### src/rtl/fifo_tx_pop_sequencer.sv
// Pop-side sequencer: pulls up to N words from the multi-pop FIFO and serialises them on a valid/ready stream.
// Optional feature macro: TX_POP_PREFETCH_EN (reload the stage on the last handshake of a burst).
module fifo_tx_pop_sequencer #(
  parameter int W  = 8,
  parameter int N  = 4,
  parameter int WN = $clog2(N+1)+1
) (
  input  logic           clk,
  input  logic           arstn,
  input  logic           en,
  input  logic [WN-1:0]  fifo_can_pop,
  input  logic [N*W-1:0] fifo_pop_data,
  output logic [WN-1:0]  fifo_pop,
  output logic [W-1:0]   tx_data,
  output logic           tx_valid,
  input  logic           tx_ready,
  output logic           busy,
  output logic [15:0]    tx_cnt
);

  localparam int IW = (N > 1) ? $clog2(N) : 1;

`ifdef TX_POP_PREFETCH_EN
  localparam bit PREFETCH = 1'b1;
`else
  localparam bit PREFETCH = 1'b0;
`endif

  typedef enum logic {EMPTY, DRAIN} state_t;

  state_t        state;
  logic [W-1:0]  stg [N];
  logic [IW-1:0] rd_idx;
  logic [WN-1:0] stg_cnt;
  logic [WN-1:0] avail;
  logic          hs;
  logic          last;

  always_comb begin
    avail = (fifo_can_pop > WN'(N)) ? WN'(N) : fifo_can_pop;
  end

  assign hs   = (state == DRAIN) && tx_ready;
  assign last = (stg_cnt == WN'(1));

  // Reset gates the pop request so nothing leaves the FIFO while the stage is being discarded.
  always_comb begin
    fifo_pop = '0;
    if (en && arstn) begin
      if (state == EMPTY)
        fifo_pop = avail;
      else if (PREFETCH && hs && last)
        fifo_pop = avail;
    end
  end

  always_ff @(posedge clk or negedge arstn) begin
    if (!arstn) begin
      state   <= EMPTY;
      stg_cnt <= '0;
      rd_idx  <= '0;
      tx_cnt  <= '0;
    end else begin
      case (state)
        EMPTY: begin
          if (fifo_pop != '0) begin
            state   <= DRAIN;
            stg_cnt <= fifo_pop;
            rd_idx  <= '0;
          end
        end
        DRAIN: begin
          if (tx_ready) begin
            tx_cnt <= tx_cnt + 16'd1;
            if (last) begin
              // fifo_pop is only nonzero here when prefetch reloads the stage
              rd_idx  <= '0;
              stg_cnt <= fifo_pop;
              if (fifo_pop == '0)
                state <= EMPTY;
            end else begin
              rd_idx  <= rd_idx + IW'(1);
              stg_cnt <= stg_cnt - WN'(1);
            end
          end
        end
        default: state <= EMPTY;
      endcase
    end
  end

  always_ff @(posedge clk) begin
    for (int i = 0; i < N; i++) begin
      if (WN'(i) < fifo_pop)
        stg[i] <= fifo_pop_data[i*W +: W];
    end
  end

  assign tx_valid = (state == DRAIN);
  assign busy     = tx_valid;
  assign tx_data  = tx_valid ? stg[rd_idx] : '0;

endmodule
### config.mk
export PLATFORM = sky130hd
export DESIGN_NAME = fifo_tx_pop_sequencer
export DESIGN_NICKNAME = d
export VERILOG_FILES = /design/src/rtl/fifo_tx_pop_sequencer.sv
export SDC_FILE = /design/constraint.sdc
export NUM_CORES = 1
export LEC_CHECK = 0
export ABC_AREA = 1
export CAP_MARGIN = 5
export CORE_UTILIZATION = 48
export DETAILED_ROUTE_END_ITERATION = 10
export PLACE_DENSITY_LB_ADDON = 0.12
export SYNTH_ARGS = -nofsm -noshare
export SYNTH_HDL_FRONTEND = slang
export SYNTH_SLANG_ARGS = --single-unit
### constraint.sdc
create_clock -name clk -period 2.1 [get_ports clk]
set_input_delay 0.21 -clock clk [delete_from_list [all_inputs] [get_ports clk]]
set_output_delay 0.21 -clock clk [all_outputs]
set_load 0.05 [all_outputs]
; ---- After elaboration in Yosys (flattened, before gate mapping)
; Memory sizes are Yosys's and may differ from the RTL's.
; Index checks and enable logic that the tools add are counted.
[totals]
mem_count = 1
regBits = 23
output_inout_bits = 30
word_cells = 47
ram_bits = 32
[memory_table]
columns = memory, words, word_bits, read_ports, rd_ports_with_merged_regs, wr, line
row1 = stg, 4, 8, 1, 0, 4, 32  ; logic [W-1:0] stg [N];
[op_classes]
n_lt_le_gt_ge = 5
reduce_logical = 5
bitwise = 1
mux = 25
addsub = 3
eq_ne = 3
[op_table]
columns = cell, n
row1 = 4-bit 2-to-1 mux, 6
row2 = "16-bit by 1-bit adder with 16-bit output, second input constant", 1
row3 = 1-bit 2-to-1 mux, 12
row4 = "1-bit by 4-bit less-than comparator with 1-bit output, first input constant", 2
row5 = "2-bit by 4-bit less-than comparator with 1-bit output, first input constant", 2
row6 = 8-bit 2-to-1 mux, 1
row7 = 4-bit one-hot mux with 2 select lines, 1
row8 = 2-bit 2-to-1 mux, 3
row9 = "4-bit by 1-bit equality test with 1-bit output, second input constant", 1
row10 = "4-bit by 3-bit greater-than comparator with 1-bit output, second input constant", 1
row11 = 4-bit logical NOT, 1
row12 = 2-bit one-hot mux with 2 select lines, 1
row13 = 2-bit AND reduction, 2
row14 = 4-bit nonzero test, 1
row15 = "4-bit by 1-bit subtractor with 4-bit output, second input constant", 1
row16 = "2-bit by 1-bit adder with 2-bit output, second input constant", 1
row17 = "2-bit by 1-bit inequality test with 1-bit output, second input constant", 1
row18 = "2-bit inequality test, second input constant", 1
row19 = 1-bit one-hot mux with 2 select lines, 1
row20 = 1-bit logical AND, 1
row21 = 1-bit NOT, 1

; ---- Longest topological paths before layout
[logic_depth]
word_depth = 9
ltp_mapped = 8

; ---- Worst setup path before layout
; OpenSTA, ideal clock, no wires.
[synth_path]
kind = reg2reg
startpoint = reg state (netlist: busy)
endpoint = mem stg[2][0], enable pin
arrival_time_ns = 1.716
required_ns = 1.726
synth_period_minus_slack_ns = 2.090
path_stages_with_launch = 7
path_buffers = 1
slack_ns = 0.010
path_cell_list = dfrtp_1 -> inv_2 -> nand3_1 -> nor2_1 -> nand2_2 -> buf_6 -> o21ai_1
[synth_rtl]
columns = item, line
row1 = from (decl), 31  ; state_t state;
row2 = from (signal assigned), 59  ; state <= EMPTY;
row3 = from (signal assigned), 67  ; state <= DRAIN;
row4 = from (signal assigned), 80  ; state <= EMPTY;
row5 = to (decl), 32

; ---- Final worst setup path
[layout_path]
startpoint = reg state (netlist: busy)
endpoint = out fifo_pop[0]
[layout_between]
elab_chain_len = 2
[layout_lines]
columns = item, line
row1 = 4-bit 2-to-1 mux, 50  ; if (state == EMPTY)
row2 = 4-bit 2-to-1 mux, 49  ; if (en && arstn) begin
row3 = to (decl), 13  ; output logic [WN-1:0] fifo_pop,
; Every way passes these cells.

==> summary.txt <==
min Tclk post-route -> 1.957 ns
synthesized cell area -> 2565 sq um
final instance area -> 3545 sq um
Layout Cells excl Fill -> 395
routability cong. -> 0.7835
Post-CTS Setup Bufs -> 0
maximum fanout along the worst path -> 9
worst r2r path cells -> 5
row cnt -> 26
Crit path largest cell delay -> 0.49 ns
CP Launch Type -> flop
setup ws final -> 0.1433 ns
main flop type after synthesis -> edfxtp_1
placed insts -> 387
status -> finished clean
vias in the first global route -> 1852
Max Freq -> 511.1 MHz
P_leak -> 1.527 nW
CTS tree -> built
Final Net Count -> 367
data arrival time of the critical path -> 1.75 ns
Hold Buf Count CTS -> 0
commonest non-fill, non-tap cell in the layout -> clkdlybuf4s50_1
worst path cell trace -> inv_4, nand3_1, nor2_1, nand2_2, buf_4, inv_1, buf_12
largest net degree at the start of global routing -> 24
Final ANT Viol Nets -> 0
Final setup viols -> 0
syn avg cell area -> 10.22 sq um
slowest CP cell -> dfrtp_2
Psw -> 1.791 mW
GRT overflow -> 0
cts bufs inserted -> 5
Final Slew Violations -> 0
unrepaired setup endpoints after global routing -> no
Post-synth ARST share -> 0.4182
Final Hold Fails -> 0
internal power -> 2.472 mW
Vias -> 1933
Hold WC Path Type -> primary input to async pin
Final period util -> 0.9318
clk buf depth -> 2
placed cell area -> 3436 sq um
Post-Syn Instances -> 251
yosys warns -> 0
Setup WS pre-CTS -> 0.2192 ns
global-route wire length before repair -> 8569 um
Port Buffers -> 68
# DRC -> 0
P per Cell Area -> 1203 nW/um^2
clk sink count -> 55
Initial Util -> 0.4990
Routed wire per std cell -> 14.25 um
DRT Pass-1 Iters -> 4
Starting DRT DRC Count -> 141
CP endpoint kind -> output pin
clock latency on the worst-skew pair -> 0.31 ns
synthesized flop and latch total -> 55
post-synthesis sequential area ratio -> 0.5990
syn_nets -> 294
Comb pwr share -> 0.495
Setup CP Type -> flop to output pin
drt total wl -> 5628 um
worst hold slack -> 0.3999 ns
EDFF count, synth -> 32
H-tree Lvls -> 2
Net Sw Frac -> 0.4201
num ports -> 70
sequential power share -> 0.355
most frequent cells in the layout -> clkdlybuf4s50_1 (57), nor2_1 (43), nand2_1 (39)
die area -> 5640 sq um
synthesis-to-finish area growth -> 38.20%
post-DP HPWL -> 4195 um
Max Cap Violations -> 0
layout cell share with drive strength beyond 1 -> 0.1200
post_cts resized -> 1
Die X -> 75.10 um
Yosys cell types -> 32
Final Util -> 0.6896
Peak supply drop -> 0.7296 mV
Worst Path Required -> 1.89 ns
initial antenna violation count -> 0
Setup TNS -> 0 ns
routed vias/inst -> 4.894
CTS clock-pin slew for the worst setup and hold paths -> 0.10 ns
Core Region -> 5140 sq um
clock skew -> 0.009278 ns
total track usage -> 0.2107
die height -> 75.10 um
Slew @ Worst Pin -> 0.4964 ns
Power, Total -> 4.263 mW
Relative slew margins -> 0.6680
antenna fix cells -> 0
clock network power share -> 0.150
CTS root buf -> clkbuf_8
## area by class of cell
| type | count | area (sq um) |
|---|---|---|
| Clock buffer | 6 | 93.84 |
| Clock inverter | 2 | 8.758 |
| Fill cell | 437 | 1595 |
| Inverter | 27 | 103.9 |
| Multi-Input combinational cell | 162 | 882.1 |
| Sequential cell | 55 | 1540 |
| Tap cell | 70 | 87.58 |
| Timing Repair Buffer | 73 | 828.3 |
## cell families after synthesis
family                   share of synthesized area
adder cells (fa/ha/maj)                    0.01464
multiplexers                              0.004390
flip-flops                                  0.5990
buffers and inverters                      0.05707
other                                     0.001462
AND/OR/NAND/NOR                             0.2088
AO/OA/AOI/OAI                              0.06683
XOR/XNOR                                   0.04781
## routing by layer
layer,part of all wire,GRT usage,vias up
met2,0.50,0.3594,46
li1,-,-,974
met4,0.012,0.06918,0
met1,0.44,0.2648,907
met5,0,0,-
met3,0.048,0.05087,6
## power groups by stage
stage / Sequential, mW / Combinational, mW / Clock [mW]
final: 1.51 / 2.11 / 0.637
after detailed placement: 1.53 / 2.12 / 0
after floorplan: 1.69 / 1.09 / 0
after global routing: 1.54 / 2.26 / 0.695
after global placement: 1.52 / 2.09 / 0
after CTS: 1.51 / 2.13 / 0.651
## cell usage after synthesis (5+ instances only)
library cell  number  area share
nor2_1            43       0.063
nand2_1           39       0.057
edfxtp_1          32        0.37
inv_1             25       0.037
dfrtp_1           23        0.22
o21ai_0           19       0.037
nand3_1           10       0.020
nand4_1            9       0.022
xnor2_1            9       0.031
a21oi_1            8       0.016
xor2_1             5       0.017
## registers in the layout (all words and copies together), names as in the netlist
register / flops
busy: 1
rd_idx: 2
stg_cnt: 4
stg: 32
tx_cnt: 16
## worst paths after layout
check | from | slack (ns) | end
min | arstn | 0.40 | tx_cnt[12]
max reg2reg | busy | 0.44 | stg[0][2]
min in group clk | fifo_pop_data[3] | 0.45 | stg[0][3]
max | busy | 0.14 | fifo_pop[0]
max in group asynchronous | arstn | 1.44 | busy
min reg2reg | tx_cnt[9] | 0.51 | tx_cnt[9]
## critical path: cells and delay by family, from the launching register on
| kind | cells | cell delay, ns |
|---|---|---|
| AND/OR/NAND/NOR | 3 | 0.38 |
| flip-flops | 1 | 0.49 |
| buffers and inverters | 4 | 0.56 |
Power figures use the tool's default switching activity.
